[src/rtl/regfile_pkg.sv]
// Shared defaults for the scoreboarded register file: geometry of the
// array and the width of each per-register pending-write counter.
package regfile_pkg;

    localparam int DATA_W_DEF = 16;
    localparam int ADDR_W_DEF = 4;
    localparam int PEND_W_DEF = 2;

    typedef logic [PEND_W_DEF-1:0] pendCnt_t;

endpackage

[src/rtl/regfile_pend_cnt.sv]
// One saturating up/down pending-write counter. An increment and a
// decrement in the same cycle cancel; the count never wraps past either end.
module regfile_pend_cnt #(
    parameter int PEND_W = 2
) (
    input  logic              clk,
    input  logic              rst,
    input  logic              inc,
    input  logic              dec,
    output logic [PEND_W-1:0] count,
    output logic              at_max,
    output logic              nonzero,
    output logic              nextNonzero
);

    logic [PEND_W-1:0] nextCount;

    // Next count: step only when exactly one of inc/dec is asserted and the
    // step would not run past the all-ones ceiling or the zero floor.
    always_comb begin
        at_max    = (count == {PEND_W{1'b1}});
        nonzero   = (count != '0);
        nextCount = count;
        if (inc && !dec && !at_max) begin
            nextCount = count + PEND_W'(1);
        end else if (dec && !inc && nonzero) begin
            nextCount = count - PEND_W'(1);
        end
        nextNonzero = (nextCount != '0);
    end

    // Counter register, cleared asynchronously so in-flight writes are forgotten.
    always_ff @(posedge clk or posedge rst) begin
        if (rst) begin
            count <= '0;
        end else begin
            count <= nextCount;
        end
    end

endmodule

[src/rtl/regfile_sb.sv]
// Two-read / one-write register file with write bypass and per-register
// pending-write scoreboarding for the hazard unit.
// Optional feature: define REGFILE_ZERO_REG_EN to hardwire register 0 to zero.
module regfile_sb
    import regfile_pkg::*;
#(
    parameter int DATA_W = DATA_W_DEF,
    parameter int ADDR_W = ADDR_W_DEF,
    parameter int PEND_W = PEND_W_DEF
) (
    input  logic              clk,
    input  logic              rst,
    input  logic [ADDR_W-1:0] SrcReg1,
    input  logic [ADDR_W-1:0] SrcReg2,
    output logic [DATA_W-1:0] SrcData1,
    output logic [DATA_W-1:0] SrcData2,
    output logic              SrcBusy1,
    output logic              SrcBusy2,
    input  logic              IssueValid,
    input  logic [ADDR_W-1:0] IssueDst,
    output logic              IssueReady,
    input  logic              WriteReg,
    input  logic [ADDR_W-1:0] DstReg,
    input  logic [DATA_W-1:0] DstData,
    output logic [ADDR_W:0]   PendCount,
    output logic              Underflow
);

    localparam int DEPTH = 2**ADDR_W;

`ifdef REGFILE_ZERO_REG_EN
    localparam bit ZeroRegEn = 1'b1;
`else
    localparam bit ZeroRegEn = 1'b0;
`endif

    logic [DATA_W-1:0] mem    [DEPTH];
    logic [PEND_W-1:0] cntVal [DEPTH];
    logic [DEPTH-1:0]  atMax;
    logic [DEPTH-1:0]  nonZero;
    logic [DEPTH-1:0]  nextNonZero;
    logic [DEPTH-1:0]  incVec;
    logic [DEPTH-1:0]  decVec;
    logic              issueAccept;
    logic              underflowHit;
    logic              memWe;
    logic [ADDR_W:0]   popNext;

    // Issue handshake: a full counter can still accept when the same
    // register retires a write this cycle, since the net change is zero.
    always_comb begin
        IssueReady   = !atMax[IssueDst]
                     || (WriteReg && (DstReg == IssueDst))
                     || (ZeroRegEn && (IssueDst == '0));
        issueAccept  = IssueValid && IssueReady;
        memWe        = WriteReg && !(ZeroRegEn && (DstReg == '0));
        underflowHit = memWe && !nonZero[DstReg];
    end

    // One pending counter per register; a hardwired zero register never counts.
    for (genvar i = 0; i < DEPTH; i++) begin : gCnt
        localparam logic [ADDR_W-1:0] IDX  = ADDR_W'(i);
        localparam bit                HARD = ZeroRegEn && (i == 0);

        assign incVec[i] = !HARD && issueAccept && (IssueDst == IDX);
        assign decVec[i] = !HARD && WriteReg && (DstReg == IDX);

        regfile_pend_cnt #(.PEND_W(PEND_W)) uCnt (
            .clk         (clk),
            .rst         (rst),
            .inc         (incVec[i]),
            .dec         (decVec[i]),
            .count       (cntVal[i]),
            .at_max      (atMax[i]),
            .nonzero     (nonZero[i]),
            .nextNonzero (nextNonZero[i])
        );
    end

    // Read ports: bypass the in-flight writeback, and report busy unless this
    // writeback retires the last pending write of the addressed register.
    always_comb begin
        SrcData1 = mem[SrcReg1];
        if (WriteReg && (DstReg == SrcReg1)) SrcData1 = DstData;
        if (ZeroRegEn && (SrcReg1 == '0))    SrcData1 = '0;
        SrcData2 = mem[SrcReg2];
        if (WriteReg && (DstReg == SrcReg2)) SrcData2 = DstData;
        if (ZeroRegEn && (SrcReg2 == '0))    SrcData2 = '0;
        SrcBusy1 = nonZero[SrcReg1]
                 && !(WriteReg && (DstReg == SrcReg1) && (cntVal[SrcReg1] == PEND_W'(1)));
        SrcBusy2 = nonZero[SrcReg2]
                 && !(WriteReg && (DstReg == SrcReg2) && (cntVal[SrcReg2] == PEND_W'(1)));
    end

    // Population count of the counters as they will be after this edge.
    always_comb begin
        popNext = '0;
        for (int i = 0; i < DEPTH; i++) begin
            popNext = popNext + (ADDR_W+1)'(nextNonZero[i]);
        end
    end

    // Register array, cleared on reset.
    always_ff @(posedge clk or posedge rst) begin
        if (rst) begin
            for (int i = 0; i < DEPTH; i++) mem[i] <= '0;
        end else if (memWe) begin
            mem[DstReg] <= DstData;
        end
    end

    // Pending-register count and sticky underflow flag.
    always_ff @(posedge clk or posedge rst) begin
        if (rst) begin
            PendCount <= '0;
            Underflow <= 1'b0;
        end else begin
            PendCount <= popNext;
            if (underflowHit) Underflow <= 1'b1;
        end
    end

endmodule

[config.mk]
export PLATFORM = sky130hd
export DESIGN_NAME = regfile_sb
export DESIGN_NICKNAME = d
export VERILOG_FILES = /design/src/rtl/regfile_pkg.sv /design/src/rtl/regfile_pend_cnt.sv /design/src/rtl/regfile_sb.sv
export SDC_FILE = /design/constraint.sdc
export NUM_CORES = 1
export LEC_CHECK = 0
export CORE_MARGIN = 5
export CORE_UTILIZATION = 25
export CTS_BUF_LIST = sky130_fd_sc_hd__clkbuf_2 sky130_fd_sc_hd__clkbuf_4 sky130_fd_sc_hd__clkbuf_8
export DETAILED_ROUTE_END_ITERATION = 6
export PLACE_DENSITY = 0.49
export SKIP_LAST_GASP = 1
export SYNTH_ARGS = -nofsm -noshare
export SYNTH_HDL_FRONTEND = slang
export SYNTH_HIERARCHICAL = 1
export SYNTH_SLANG_ARGS = --single-unit
export TNS_END_PERCENT = 50
[constraint.sdc]
create_clock -name clk -period 28.6 [get_ports clk]
set_input_delay 5.72 -clock clk [delete_from_list [all_inputs] [get_ports clk]]
set_output_delay 5.72 -clock clk [all_outputs]
set_load 0.05 [all_outputs]
# [Word level (Yosys, flattened, before mapping)]
# Index checks and enable logic that the tools add are counted.
[word_totals] input_bits=36 elab_cells=393 out_inout_bits=41 register_bits=294
[op_classes] mux=57 reduce_logical=193 order_cmp=8 addsub=47 n_eq_ne=51 n_bitwise=3
[ops] cell="$bwmux 256" count=1
[ops] cell="$bmux 16 s4" count=2
[ops] cell="$mux 16" count=7
[ops] cell="$logic_and 1x1->1" count=106
[ops] cell="$mux 2" count=36
[ops] cell="$demux 16 s4" count=1
[ops] cell="$eq 4x4->1 const B" count=16
[ops] cell="$reduce_bool 2->1" count=32
[ops] cell="$add 5x1->5" count=11
[ops] cell="$logic_not 1->1" count=52
[ops] cell="$add 2x1->2 const B" count=16
[ops] cell="$eq 2x2->1 const B" count=16
[ops] cell="$eq 4x3->1 const B" count=8
[ops] cell="$sub 2x1->2 const B" count=16
[ops] cell="$lt 4x5->1 const B" count=4
[ops] cell="$bmux 1 s4" count=4
[ops] cell="$bmux 2 s4" count=2
[ops] cell="$eq 4x2->1 const B" count=4
[ops] cell="$ge 5x5->1 const B" count=3
[ops] cell="$not 4->5" count=3
[ops] cell="$eq 4x4->1" count=3
[ops] cell="$eq 4x1->1 const B" count=2
[ops] cell="$logic_not 4->1" count=2
[ops] cell="$add 4x1->5" count=1
[ops] cell="7 further kinds" count=11

# [Longest topological paths before layout]
# Gate-level depths: netlist (run 1).
[depth] word_depth=28 depth_mapped=22 depth_no_buf=22

# [Cells and area by module]
# The synthesis (run 1) kept the hierarchy.
[modules_own_cells] mod="regfile_sb" area_per_inst_um2=16097.9 seq_area_each_um2=6556.3 cells_per_inst=1322 instances=1
[modules_own_cells] mod="regfile_pend_cnt at gCnt[10].uCnt ..." area_per_inst_um2=196.4 seq_area_each_um2=50.0 cells_per_inst=22 instances=15
[modules_own_cells] mod="regfile_pend_cnt at gCnt[0].uCnt" area_per_inst_um2=171.4 seq_area_each_um2=50.0 cells_per_inst=20 instances=1

# [Worst setup path after synthesis (run 1)]
# No wires, ideal clock.
[synth_path] path_kind="input port to output port" startpoint="in SrcReg2[3]" endpoint="out SrcData2[14]" n_path_buf=1 slack_ns=15.057 t_required_ns=22.880 stages=6 arrival_time_ns=7.823 cell_sequence="buf_2 -> xor2_1 -> nor3_2 -> nand3_2 -> and3_1 -> a311oi_1"
[synth_between] elab_chain_len=5 word_cells_on_any_way=7 classes_between="1 x eq/ne; 4 x mux; 1 x bitwise; 1 x reduce/logical"
[synth_lines] element="start: declaration" line_no="regfile_sb.sv:14" rtl="input logic [ADDR_W-1:0] SrcReg2,"
[synth_lines] element="$not 4->5 (not written as such)" line_no="regfile_sb.sv:86" rtl="SrcData2 = mem[SrcReg2];"
[synth_lines] element="$bmux 16 s4" line_no="regfile_sb.sv:86"
[synth_lines] element="$mux 16 (not written as such) (2 in a row)" line_no="regfile_sb.sv:86"
[synth_lines] element="$mux 16 (*)" line_no="regfile_sb.sv:87" rtl="if (WriteReg && (DstReg == SrcReg2)) SrcData2 = DstData;"
[synth_lines] element="end: declaration" line_no="regfile_sb.sv:16" rtl="output logic [DATA_W-1:0] SrcData2,"
# Every way passes the cells marked *; elsewhere a longest branch is shown, timed or not. The select of a mux whose other input is x is not followed.

# [Worst setup path after layout (run 1)]
[layout_path] startpoint="in DstReg[1]" endpoint="out SrcData2[14]"
[layout_between] elab_chain_len=3
[layout_lines] element="start: declaration" line_no="regfile_sb.sv:23" rtl="input logic [ADDR_W-1:0] DstReg,"
[layout_lines] element="$eq 4x4->1" line_no="regfile_sb.sv:87"
[layout_lines] element="$logic_and 1x1->1" line_no="regfile_sb.sv:87"
[layout_lines] element="$mux 16" line_no="regfile_sb.sv:87"
# Every way passes these cells.

==> impl.org, run 1 <==
** Run status
- Outcome :: completed

** Worst setup path
- Type of origin of the critical path :: primary input
- FF-to-FF path depth :: 21
- Crit path kind :: primary input to output port
- Crit Reg-Reg Endpoint :: PendCount[3]$_DFF_PP0_
- In this design, the stage delay of the slowest critical-path cell is just under 0.9 ns.
- Flop-to-flop setup slack :: 22.56 ns
- Data required time at the worst endpoint :: 22.88 ns
- Worst EP arrival :: between 9 and 10 ns
- CP Capture Type :: output port
- Critical-path maximum fanout :: 37
- Worst-path cell with the longest stage delay :: sky130_fd_sc_hd__clkdlybuf4s50_1
- Ordered list of cells on the worst path :: clkdlybuf4s50_1 > xor2_1 > nor3_2 > nand3_2 > and3_1 > a311oi_1 > clkdlybuf4s50_1
- By instance count, the cell type seen most on the critical path is sky130_fd_sc_hd__clkdlybuf4s50_1.
- In this run the critical register-to-register path is launched from gCnt[11].uCnt/count[0]$_DFF_PP0_.

** Pwr
- Internal power comes to approximately 1.2 mW.
- VDD sags by at most about 0.1 mV.
- In this run, the combinational gates consume a little under half of the power.
- For this design the ratio of total power to cell area is between 80 and 90 nW/um^2.
- Switching share of power :: between 30% and 40%
- Flop pwr share :: 32.2%
- In this run the static leakage power is 9.33 nW.
- Fraction of power consumed by the clock network :: about 22%
- Switching Power :: 743 uW

** Routing
- Vias/cell :: about 5.0
- For this block, the initial DRC count from the detailed router was between 900 and 1000.
- The detail route stage leaves a number of antenna-violating nets equal to 0.
- Pre-Repair DR Iteration Count :: 5
- Drt total wl :: 62.3 mm
- Number of DRC violations after detailed routing :: 0
- The final route contains between 10000 and 15000 vias.
- After detailed routing, the average wire length per cell comes to about 22 um.

** Yosys
- When the netlist entered floorplanning its net count stood at about 1800.
- The average instance in the mapped netlist occupies about 11 um^2.
- Flip-flop cell with the highest count after synthesis :: sky130_fd_sc_hd__dfrtp_1
- The netlist uses 59 different library cells.
- Biggest area contributors in the synthesized netlist :: sky130_fd_sc_hd__dfrtp_1, sky130_fd_sc_hd__mux4_2, sky130_fd_sc_hd__mux2_2
- Total of warnings raised by yosys :: 6
- Share of the yosys chip area belonging to registers :: a little under two fifths
- The mapped netlist covers 19200 um^2.
- Cell type with the highest aggregate area in the netlist :: sky130_fd_sc_hd__dfrtp_1
- Share of the synthesized area in the top cell type :: a little under two fifths
- Counting flops with a built-in enable in the synthesized netlist gives 0.
- After synthesis, the share of flip-flops with an asynchronous set or reset is 100%.
- Synthesis handed over a netlist of about 1700 instances.
- Counting flops and latches in the post-synthesis netlist gives slightly below 300.
- Dominant cell by count in the synthesized netlist :: sky130_fd_sc_hd__dfrtp_1
- Top post-synthesis cells by count :: sky130_fd_sc_hd__dfrtp_1, sky130_fd_sc_hd__nand2_1, sky130_fd_sc_hd__mux2_2

** Die
- Die area :: between 80000 and 90000 um^2
- The initial utilization of the core area, before any placement, comes to between 20% and 30%.
- The floorplan has 101 rows.
- The floorplan step defined a core boundary enclosing around 76000 um^2.
- Vertical extent of the die :: about 290 um
- Die X-Extent :: 287 um
- Pin placement for this block handled 77 I/O pins.

** Run
- Max-cap violations in this run came to 0.

** Global routing
- The first global-routing pass estimated between 90 and 100 mm of wire.
- Entering global routing, the biggest net connects slightly above 100 pins.
- Global routing used between 10 and 15% of the available tracks across all layers.
- Global routing finished with a remaining overflow of 0.
- The number of antenna violations at the first check in global routing came to 7.
- The number of global-route vias before repair is ~14000.

** Placement
- During placement, the flow inserted port buffers numbering 76.
- GP Congestion :: between 0.8 and 0.9
- The wire-length estimate of the detail-placed layout is 39.2 mm.
- In this run, placement finished with an instance count of around 2700.

** Clocking
- Clock sink count :: just under 300
- Clock tree synthesis selected as its root buffer the cell sky130_fd_sc_hd__clkbuf_8.
- After clock tree synthesis, the clock-pin slew on the worst setup and hold paths is approximately 0.07 ns.
- Number of resized instances in the post-cts repair step :: 0
- The H-tree generated during clock tree synthesis spans 2 levels.
- Number of buffers inserted during clock tree synthesis :: 52
- Source-to-sink clock delay at the later pin of the worst-skew pair :: 0.63 ns
- TritonCTS built the clock tree.
- Post-CTS timing repair inserted 0 buffers for setup.
- Number of buffers added to fix hold violations after cts :: 0
- Deepest clock path buffer count :: 3

** Timing
- Max-slew headroom :: approximately a quarter
- In the finished design, the share of the clock period the worst path needs comes to between 50% and 60%.
- FMAX :: 0.0655 GHz
- Final period demand of the worst path :: between 15 and 20 ns
- The number of hold-slack violations in the final timing report is 0.
- Total negative setup slack :: 0 ns
- Final setup skew :: 0.0144 ns
- Total of endpoints with negative setup slack in the final report :: 0
- Count of pins over their slew limit :: 0
- Setup repair after global routing left no endpoint under its margin.
- At the pin with the least slew margin, the transition time is ~1.1 ns.

** Final layout
- Net count, final :: about 1800
- Number of fillers in the final layout :: ~7900
- Sequential cell area in the final layout :: between 7000 and 8000 um^2
- The area growth from synthesis to layout is 13.9%.
- Share of final-layout standard cells stronger than drive strength 1 :: 29.3%
- Area of the multi-input gates :: approximately 11000 um^2
- The count of cells in the finished layout, fillers not included, comes to between 2000 and 3000.

** Hold path
- Worst min path class :: flip-flop to flip-flop
- The worst hold path passes through 2 cells.
- The startpoint identified for the worst hold timing path is mem[208]$_DFFE_PP0P_.
- Worst Hold Endpoint :: mem[208]$_DFFE_PP0P_
-- sequential cells by signal (all words and copies together), names as in the netlist --
register	cells
mem	256
Underflow	1
PendCount	5
gCnt.uCnt/count	32
-- cells in the final DEF (no fill, tap or decap), types with 10 or more instances in the layout --
cell,n
sky130_fd_sc_hd__a31oi_1,10
sky130_fd_sc_hd__a221oi_1,30
sky130_fd_sc_hd__clkbuf_8,62
sky130_fd_sc_hd__o21ai_0,27
sky130_fd_sc_hd__nand2_1,254
sky130_fd_sc_hd__nor3_1,30
sky130_fd_sc_hd__o211ai_1,41
sky130_fd_sc_hd__fa_1,10
sky130_fd_sc_hd__and2_1,17
sky130_fd_sc_hd__buf_4,33
sky130_fd_sc_hd__mux4_2,115
sky130_fd_sc_hd__mux2_4,10
sky130_fd_sc_hd__nor2b_1,26
sky130_fd_sc_hd__o21ai_1,27
sky130_fd_sc_hd__nand2b_1,21
sky130_fd_sc_hd__dfrtp_1,294
sky130_fd_sc_hd__clkdlybuf4s50_1,72
sky130_fd_sc_hd__clkbuf_4,16
sky130_fd_sc_hd__nor3b_2,30
sky130_fd_sc_hd__inv_1,93
sky130_fd_sc_hd__ha_1,37
sky130_fd_sc_hd__nor4bb_1,15
sky130_fd_sc_hd__a221oi_2,15
sky130_fd_sc_hd__nor2_1,40
sky130_fd_sc_hd__o21a_1,37
sky130_fd_sc_hd__mux2_2,179
sky130_fd_sc_hd__mux2i_1,89
-- layer usage --
layer | vias up | global-route usage, % | routed length [um] | share of wire, %
met2 | 365 | 25.2 | 30500 | 49
met3 | 95 | 2.73 | 3120 | 5.0
met5 | - | 0 | 40 | 0.064
met4 | 6 | 4.57 | 1730 | 2.8
li1 | 6149 | - | - | -
met1 | 7236 | 19.3 | 26900 | 43
-- cell families after synthesis --
kind of cell             count (synthesis)  synth area share [%]
AO/OA/AOI/OAI                          209                  8.30
XOR/XNOR                                15                 0.684
adder cells (fa/ha/maj)                 47                  3.45
buffers and inverters                  227                  5.87
flip-flops                             294                  38.3
multiplexers                           400                  29.9
AND/OR/NAND/NOR                        480                  13.5
-- final cells by class --
cell class                 count  area share, %
antenna                        5         0.0572
tap                         1030           5.89
timing repair buffer         107           4.53
clock buffer                  78           4.45
inverter                     100           1.75
sequential                   294           33.6
clock inverter                14          0.669
multi-input combinational   1151           49.1
-- power groups by stage --
| stage | logic, mW | clock network [mW] | registers [mW] |
|---|---|---|---|
| 5_1_grt | 0.983 | 0.459 | 0.641 |
| 6_report | 0.889 | 0.429 | 0.625 |
| 3_3_place_gp | 0.884 | 0 | 0.624 |
| 2_1_floorplan | 0.687 | 0 | 0.614 |
| 3_5_place_dp | 0.899 | 0 | 0.631 |
| 4_1_cts | 0.904 | 0.443 | 0.625 |
-- worst max-delay path: cells and delay by family --
kind | cells | cell delay (ns)
buf+inv | 2 | 1.65
simple gates | 3 | 1.50
compound gates | 1 | 0.33
xor+xnor | 1 | 0.32
-- metrics by stage --
step | util (%) | setup slack [ns] | instance area, um^2 | hold slack, ns | power, mW
6_report | 28.8 | 13.33 | 21900 | 0.499 | 1.94
5_1_grt | 28.8 | 13.17 | 21900 | 0.515 | 2.08
4_1_cts | 28.8 | 13.34 | 21900 | 0.494 | 1.97
3_5_place_dp | 27.3 | 13.34 | 20800 | 0.479 | 1.53
3_3_place_gp | 27.3 | 13.33 | 20800 | 0.473 | 1.51
2_1_floorplan | - | 15.06 | 19200 | 0.457 | 1.30
-- worst max-delay path by stage --
| stage | depth (start not counted) | slack [ns] | start | end |
|---|---|---|---|---|
| final | 7 | 13.33 | DstReg[1] | SrcData2[14] |
| after global routing | 8 | 13.17 | SrcReg2[3] | SrcBusy2 |
| after CTS | 8 | 13.34 | SrcReg2[3] | SrcData2[14] |
| after detailed placement | 8 | 13.34 | SrcReg2[3] | SrcBusy2 |
| after global placement | 8 | 13.33 | SrcReg2[3] | SrcData2[14] |
| after floorplan | 6 | 15.06 | SrcReg2[3] | SrcData2[14] |
(Power assumes the default switching activity.)
==> run 2, diff against run 1 <==
- clock period: 28.6 -> 14.2 ns (I/O delays scaled with it)
==> run 2 against run 1 <==
Net effect: die area did not move; global-route usage increased by 0.25 points; cell count grew 0.22%; hold slack worse by 0.0022 ns; count of clock-buffer cells in the layout is 5 higher; via count is 0.61% higher; setup slack got worse by 8.5 ns; register-to-register slack lost 14 ns; design area up 0.26%; first-iteration DRC count rose by 9.6%; core utilization rose by 0.076 points.
==> impl.org, run 2 (same netlist as run 1, synthesis figures left out) <==
** Worst setup path
- Flop-to-flop setup slack :: 8.16 ns (-14.40 ns)
- Most common cell on crit path :: sky130_fd_sc_hd__clkdlybuf4s50_1
- The largest fanout on the critical path was 25 (-32%).
- Startpoint of the most critical register-to-register path :: gCnt[11].uCnt/count[0]$_DFF_PP0_
- Data required time at the worst endpoint :: 11.36 ns (-11.52 ns)
- The delay of the slowest critical-path stage came to 0.90 ns (+0.02 ns).
- STA classifies the critical path endpoint as an output port.
- Kind of cell adding the most delay to the critical path :: buffers and inverters
- Type of origin of the critical path :: primary input
- Crit path kind :: primary input to output port
- The arrival time at the worst endpoint was 6.54 ns (-3.01 ns).
- The largest individual stage delay along the critical path comes from the cell sky130_fd_sc_hd__clkdlybuf4s50_1.
- In this run the worst setup path begins at DstReg[1].
- The critical path goes through clkdlybuf4s50_1 > xor2_1 > nor3_2 > nand3_2 > buf_4 > and3_1 > a311oi_1 > clkdlybuf4s50_1.
- Buf/Inv on CP :: 3 (+1)

** Routing
- Pre-Repair DR Iteration Count :: 5 (unchanged)
- The detailed-route via count was 13900 (+0.61%).
- Number of routed nets with antenna violations :: 0 (unchanged)
- The mean routed wirelength per cell is 22.6 um (+1.1%).
- DR iter-0 viols :: 1039 (+9.6%)
- Vias/cell :: 5.00 (+0.39%)
- Drt total wl :: 63.1 mm (+1.3%)
- The number of remaining DRC errors was 0 (unchanged).

** Timing
- Max-slew headroom :: 28.3% (+2.3 points)
- FMAX :: between 0.1 and 0.15 GHz
- Final period demand of the worst path :: 9.38 ns
- Number of hold violations in the final report :: 0 (unchanged)
- The aggregate negative setup slack was 0 ns (unchanged).
- Count of pins over their slew limit :: 0 (unchanged)
- The final hold slack is 0.496 ns (-0.00222 ns).
- Unrepaired setup endpoints after global routing :: false
- The worst path uses 66.1% of the clock period.
- The number of setup violations in the final report is 0 (unchanged).
- Slew at the pin closest to its max-slew limit :: 1.08 ns (-0.0349 ns)
- Final setup skew :: 0.0210 ns (+0.00661 ns)

** Pwr
- The portion of total power attributed to sequential cells was 32.3% (about the same).
- Switching Power :: 1.49 mW (+100%)
- Switching share of power :: 38.2% (-0.074 points)
- The part of the total power dissipated in the clock network came to 22.1% (about the same).
- The leakage power was 9.38 nW (+0.48%).
- The total power density per cell area is 178 nW/um^2 (+100%).
- Pint :: 2.42 mW (+100%)
- The combinational cell fraction of total power came to 45.6% (about the same).
- Max VDD drop :: 0.232 mV (+130%)

** Final layout
- Leading cell types in the layout, fill and taps excluded :: sky130_fd_sc_hd__dfrtp_1, sky130_fd_sc_hd__nand2_1, sky130_fd_sc_hd__mux2_2
- Number of flip-flops in the largest register :: 256 (unchanged)
- Register containing the most flip-flops in the final layout :: mem
- Area grow syn2layout :: 14.2%
- Largest registers :: mem: 256 flops, gCnt.uCnt/count: 32 flops, PendCount: 5 flops
- The final net count is 1793 (+0.22%).
- The fraction of layout instances using a drive strength above 1 was 29.6% (+0.28 points).
- Leaving out fill and tap cells, the most frequent cell in the layout is sky130_fd_sc_hd__dfrtp_1.

** Global routing
- The number of global-route vias before repair came to 14500 (+0.76%).
- Wire length of the first global-routing pass :: 94.8 mm (+1.5%)
- Pin count of the biggest net entering global routing :: 160 (+55%)
- Remaining Overflow, GRT :: 0 (unchanged)
- Gr usage total :: 15.1% (+0.25 points)
- Initial antenna violation count :: 5 (-2)

** Placement
- Half-perimeter wire length after detailed placement :: 39.5 mm (+0.74%)
- The number of port buffers was 76 (unchanged).
- The weighted congestion at the end of routability-driven global placement was 0.814 (-3.0%).

** Die
- The row count is 101 (unchanged).
- The number of primary I/O pins was 77 (unchanged).
- CORE AREA :: 76100 um^2 (unchanged)
- Die area :: 82500 um^2 (unchanged)
- The vertical die dimension is 287 um (unchanged).
- Initial core utilization :: 25.3% (unchanged)
- The overall die width was 287 um (unchanged).

** Clocking
- TritonCTS built the clock tree.
- Source-to-sink clock delay at the later pin of the worst-skew pair :: 0.65 ns (+0.02 ns)
- Buffers inserted by post-CTS timing repair :: 0 (unchanged)
- The post-CTS clock slew at the launch and capture registers of the worst setup and hold paths was 0.07 ns (about the same).
- The maximum level of the CTS H-tree is 2 (unchanged).
- The count of instances resized after the clock tree is built is 0 (unchanged).
- The total clock buffers created by CTS came to 51 (-1.9%).
- Clock root buffer master :: sky130_fd_sc_hd__clkbuf_8
- The sink count of the clock tree is 294 (unchanged).
- The buffer levels on the longest clock path was 3 (unchanged).
- The cts-stage hold buffer count came to 0 (unchanged).

** Run
- Max cap viols :: 0 (unchanged)

** Hold path
- Hold path startpoint :: mem[215]$_DFFE_PP0P_
- The min-delay analysis places its worst path in the category flip-flop to flip-flop.

** Run status
- The run finished with clean final reports.
-- run 2: cell type report --
class                      instances  area, um^2
clock buffer                      83        1020
multi-input combinational       1151       10700
fill                            7840       54100
tap                             1030        1290
antenna                            4        10.0
timing repair buffer             112        1040
clock inverter                    11         106
inverter                         100         383
sequential                       294        7360
-- run 2: worst paths after layout --
| check | to | cells after the start |
|---|---|---|
| worst min-delay path | mem[215]$_DFFE_PP0P_ | 2 |
| worst max register to register | PendCount[4]$_DFF_PP0_ | 22 |
| worst min register to register | mem[215]$_DFFE_PP0P_ | 2 |
| min in group asynchronous | gCnt[4].uCnt/count[1]$_DFF_PP0_ | 3 |
| max in group asynchronous | mem[123]$_DFFE_PP0P_ | 4 |
| worst max-delay path | SrcData1[14] | 8 |
-- run 2: tightest hold or removal path: cells and delay by family (launching register included) --
kind             cells  cell delay [ns]
DFF                  1             0.36
and+or+nand+nor      2             0.11
-- run 2: stage by stage --
step	utilization [%]	power [mW]	cells	instance area [um^2]	setup WS (ns)
after floorplan	-	2.62	1672	19200	4.15
after global placement	27.3	3.04	2687	20800	4.79
after detailed placement	27.3	3.08	2687	20800	4.82
after CTS	28.8	3.96	2781	21900	4.79
after global routing	28.8	4.22	2784	21900	4.77
final	28.8	3.92	2785	21900	4.82
-- run 2: power groups by stage --
| stage | Combinational (mW) | Clock [mW] | Sequential (mW) |
|---|---|---|---|
| after floorplan | 1.38 | 0 | 1.24 |
| after global placement | 1.78 | 0 | 1.26 |
| after detailed placement | 1.80 | 0 | 1.28 |
| after CTS | 1.81 | 0.893 | 1.26 |
| after global routing | 2.00 | 0.927 | 1.30 |
| final | 1.79 | 0.866 | 1.26 |
-- run 2: metal layers --
| metal | global-route usage, % | vias up | routed length [um] |
|---|---|---|---|
| met3 | 2.35 | 105 | 3250 |
| li1 | - | 6140 | - |
| met5 | 0 | - | 0 |
| met2 | 25.3 | 438 | 30700 |
| met1 | 20.2 | 7252 | 27400 |
| met4 | 4.57 | 0 | 1740 |
==> run 3, diff against run 2 <==
- PLACE_DENSITY: 0.49 -> 0.5
- clock period: 14.2 -> 8.36 ns (I/O delays scaled with it)
==> run 3 against run 2 <==
Net effect: setup slack lost 3.6 ns; clock skew grew 0.022 ns; wire length grew 2.6%; power grew 73%; design area grew 0.47%; combinational power grew 73%; sequential share of layout area shrank 0.16 points.
==> impl.org, run 3 (same netlist as run 1, synthesis figures left out) <==
** Clocking
- Clock edge transition at the registers on the reported setup and hold paths :: 0.06 ns (about the same)
- Clock sink count :: 294 (unchanged)
- TritonCTS built the clock tree.
- The cell sitting at the root of the clock tree is a sky130_fd_sc_hd__clkbuf_8.
- H-tree level count :: 2 (unchanged)
- Number of resized instances in the post-cts repair step :: 0 (unchanged)
- The insertion delay of the later-clocked pin in the worst-skew pair is 0.67 ns (+0.02 ns).
- Buffers inserted by post-CTS timing repair :: 0 (unchanged)
- The total clock buffers created by CTS came to 52 (+2.0%).
- Deepest clock path buffer count :: 3 (unchanged)
- Number of buffers added to fix hold violations after cts :: 0 (unchanged)

** Routing
- The via-per-instance ratio came to 5.04 (+0.68%).
- The mean routed wirelength per cell is 23.2 um (+2.4%).
- Drt total wl :: 64.7 mm (+2.6%)
- Number of DRC violations after detailed routing :: 0 (unchanged)
- DR iter-0 viols :: 1004 (-3.4%)
- The detailed-route via count came to 14100 (+0.86%).
- The number of nets still failing antenna checks after routing is 0 (unchanged).
- The number of detailed-routing iterations run before antenna repair was 5 (unchanged).

** Hold path
- The min-delay analysis places its worst path in the category flip-flop to flip-flop.
- In this run the most critical hold path is launched from mem[126]$_DFFE_PP0P_.
- Worst Hold Endpoint :: mem[126]$_DFFE_PP0P_
- Number of cells on the worst hold path :: 2 (unchanged)

** Worst setup path
- Flop-to-flop setup slack :: 2.44 ns (-5.72 ns)
- FF-to-FF path depth :: 22 (unchanged)
- STA classifies the critical path endpoint as an output port.
- Crit Reg-Reg Endpoint :: PendCount[4]$_DFF_PP0_
- The arrival time at the worst endpoint was 5.42 ns (-1.12 ns).
- The largest fanout on the critical path came to 22 (-12%).
- Crit path kind :: primary input to output port
- The data required time of the critical path came to 6.69 ns (-4.67 ns).
- Startpoint of the most critical register-to-register path :: gCnt[8].uCnt/count[0]$_DFF_PP0_
- Type of origin of the critical path :: primary input

** Global routing
- Remaining Overflow, GRT :: 0 (unchanged)
- Gr usage total :: 15.5% (+0.38 points)
- Via count of the first global-routing pass :: 14800 (+2.1%)
- The number of antenna violations at the first check in global routing came to 7 (+2).
- The first-pass GRT wire length is 96.9 mm (+2.2%).
- Pin count of the biggest net entering global routing :: 143 (-11%)

** Die
- Initial core utilization :: 25.3% (unchanged)
- The number of primary I/O pins is 77 (unchanged).
- Die X-Extent :: 287 um (unchanged)
- Vertical extent of the die :: 287 um (unchanged)
- The row count is 101 (unchanged).
- The overall die area is 82500 um^2 (unchanged).
- The area inside the core boundary came to 76100 um^2 (unchanged).

** Pwr
- The leakage power came to 9.42 nW (+0.45%).
- Overall power :: 6.76 mW (+73%)
- The largest voltage drop on the vdd net was 0.401 mV (+73%).
- The total power density per cell area was 307 nW/um^2 (+72%).

** Run
- Max cap viols :: 0 (unchanged)

** Placement
- The placement-stage worst setup slack is 0.668 ns (-4.16 ns).
- Quantity of I/O buffers inserted on ports :: 76 (unchanged)
- The detailed placement HPWL is 40.9 mm (+3.5%).
- The number of cells after detailed placement was 2691 (+0.15%).
- The weighted congestion at the end of routability-driven global placement came to 0.831 (+2.2%).

** Timing
- Max-slew headroom :: 23.6% (-4.7 points)
- Total negative setup slack :: 0 ns (unchanged)
- The number of setup violations in the final report is 0 (unchanged).
- The final critical-path setup slack is 1.27 ns (-3.55 ns).
- Counting I/O delays and the setup requirement, the final critical path takes between 7 and 8 ns.
- The final hold slack is 0.496 ns (-0.0000460 ns).
- The number of max-slew violations in the final report is 0 (unchanged).
- The number of hold-slack violations in the final timing report is 0 (unchanged).
- The final worst clock skew came to 0.0434 ns (+0.0224 ns).
- FMAX :: between 0.1 and 0.15 GHz
- In the finished design, the share of the clock period the worst path needs comes to between 80% and 90%.
- Unrepaired setup endpoints after global routing :: false
- The slew at the pin with the worst max-slew slack was 1.15 ns (+0.0699 ns).

** Final layout
- The area of the multi-input gates is 10700 um^2 (unchanged).
- The top cell types in the final layout, fill and taps aside, are sky130_fd_sc_hd__dfrtp_1, sky130_fd_sc_hd__nand2_1, sky130_fd_sc_hd__mux2_2.
- Number of flip-flops in the largest register :: 256 (unchanged)
- The count of fill cells added during filler insertion was 7910 (+0.89%).
- The fraction of layout instances using a drive strength above 1 came to 29.8% (+0.20 points).
- The largest registers in the layout are mem: 256 flops, gCnt.uCnt/count: 32 flops, PendCount: 5 flops.
- Area grow syn2layout :: 14.7%
- The library cell used most frequently in the layout, excluding fill and tap cells, is sky130_fd_sc_hd__dfrtp_1.
- The final cell count without fillers came to 2790 (+0.18%).
- The final net count came to 1798 (+0.28%).
- The register with the most flip-flops in the final layout is mem.
- The area taken by flip-flops and latches came to 7360 um^2 (unchanged).

** Run status
- Outcome :: completed
==> run 3: changes by cell type in the layout (fill, tap and decap cells not counted), sizes merged <==
cell | before | now
buf | 40 | 44
clkbuf | 83 | 89
clkinv | 8 | 2
clkinvlp | 0 | 2
inv | 102 | 101
==> run 3: area by class of cell <==
cell class	count	share of cell area, %
Timing Repair Buffer	116	5.03
Multi-Input combinational cell	1151	48.7
Tap cell	1030	5.84
Clock inverter	6	0.346
Sequential cell	294	33.4
Inverter	100	1.72
Clock buffer	89	4.96
Antenna cell	4	0.0454
==> run 3: metal layers <==
| layer | share of wire (%) | routed length (um) | GRT usage (%) | vias to the layer above |
|---|---|---|---|---|
| li1 | - | - | - | 6158 |
| met1 | 42 | 27400 | 19.8 | 7332 |
| met2 | 47 | 30600 | 25.4 | 440 |
| met3 | 6.6 | 4260 | 3.59 | 121 |
| met4 | 3.9 | 2510 | 5.93 | 4 |
| met5 | 0.026 | 17 | 0 | - |
==> run 3: critical path: stages <==
cell	delay, ns
sky130_fd_sc_hd__clkdlybuf4s50_1	0.75
sky130_fd_sc_hd__buf_4	0.31
sky130_fd_sc_hd__xor2_1	0.10
sky130_fd_sc_hd__nor3_2	0.22
sky130_fd_sc_hd__nand3_2	0.53
sky130_fd_sc_hd__and3_1	0.43
sky130_fd_sc_hd__a311oi_1	0.46
sky130_fd_sc_hd__clkdlybuf4s50_1	0.91
==> run 3: per-stage QoR <==
step | util [%] | cell area, um^2
2_1_floorplan | - | 19200
3_3_place_gp | 27.4 | 20900
3_5_place_dp | 27.4 | 20900
4_1_cts | 29.0 | 22000
5_1_grt | 29.0 | 22000
6_report | 29.0 | 22000
==> run 3: how the worst max path moves through the flow <==
stage / from / end / depth (start not counted)
finish: DstReg[3] / SrcData2[14] / 8
global route: IssueDst[1] / PendCount[4]$_DFF_PP0_ / 22
CTS: DstReg[3] / SrcData2[14] / 8
detailed placement: IssueDst[0] / PendCount[4]$_DFF_PP0_ / 20
global placement: IssueDst[0] / PendCount[4]$_DFF_PP0_ / 20
floorplan: IssueDst[1] / PendCount[3]$_DFF_PP0_ / 21
==> run 3: power by group <==
part | internal, mW | switching [mW]
Combinational | 1.49 | 1.61
Sequential | 1.83 | 0.317
Clock | 0.854 | 0.666
Total | 4.17 | 2.59
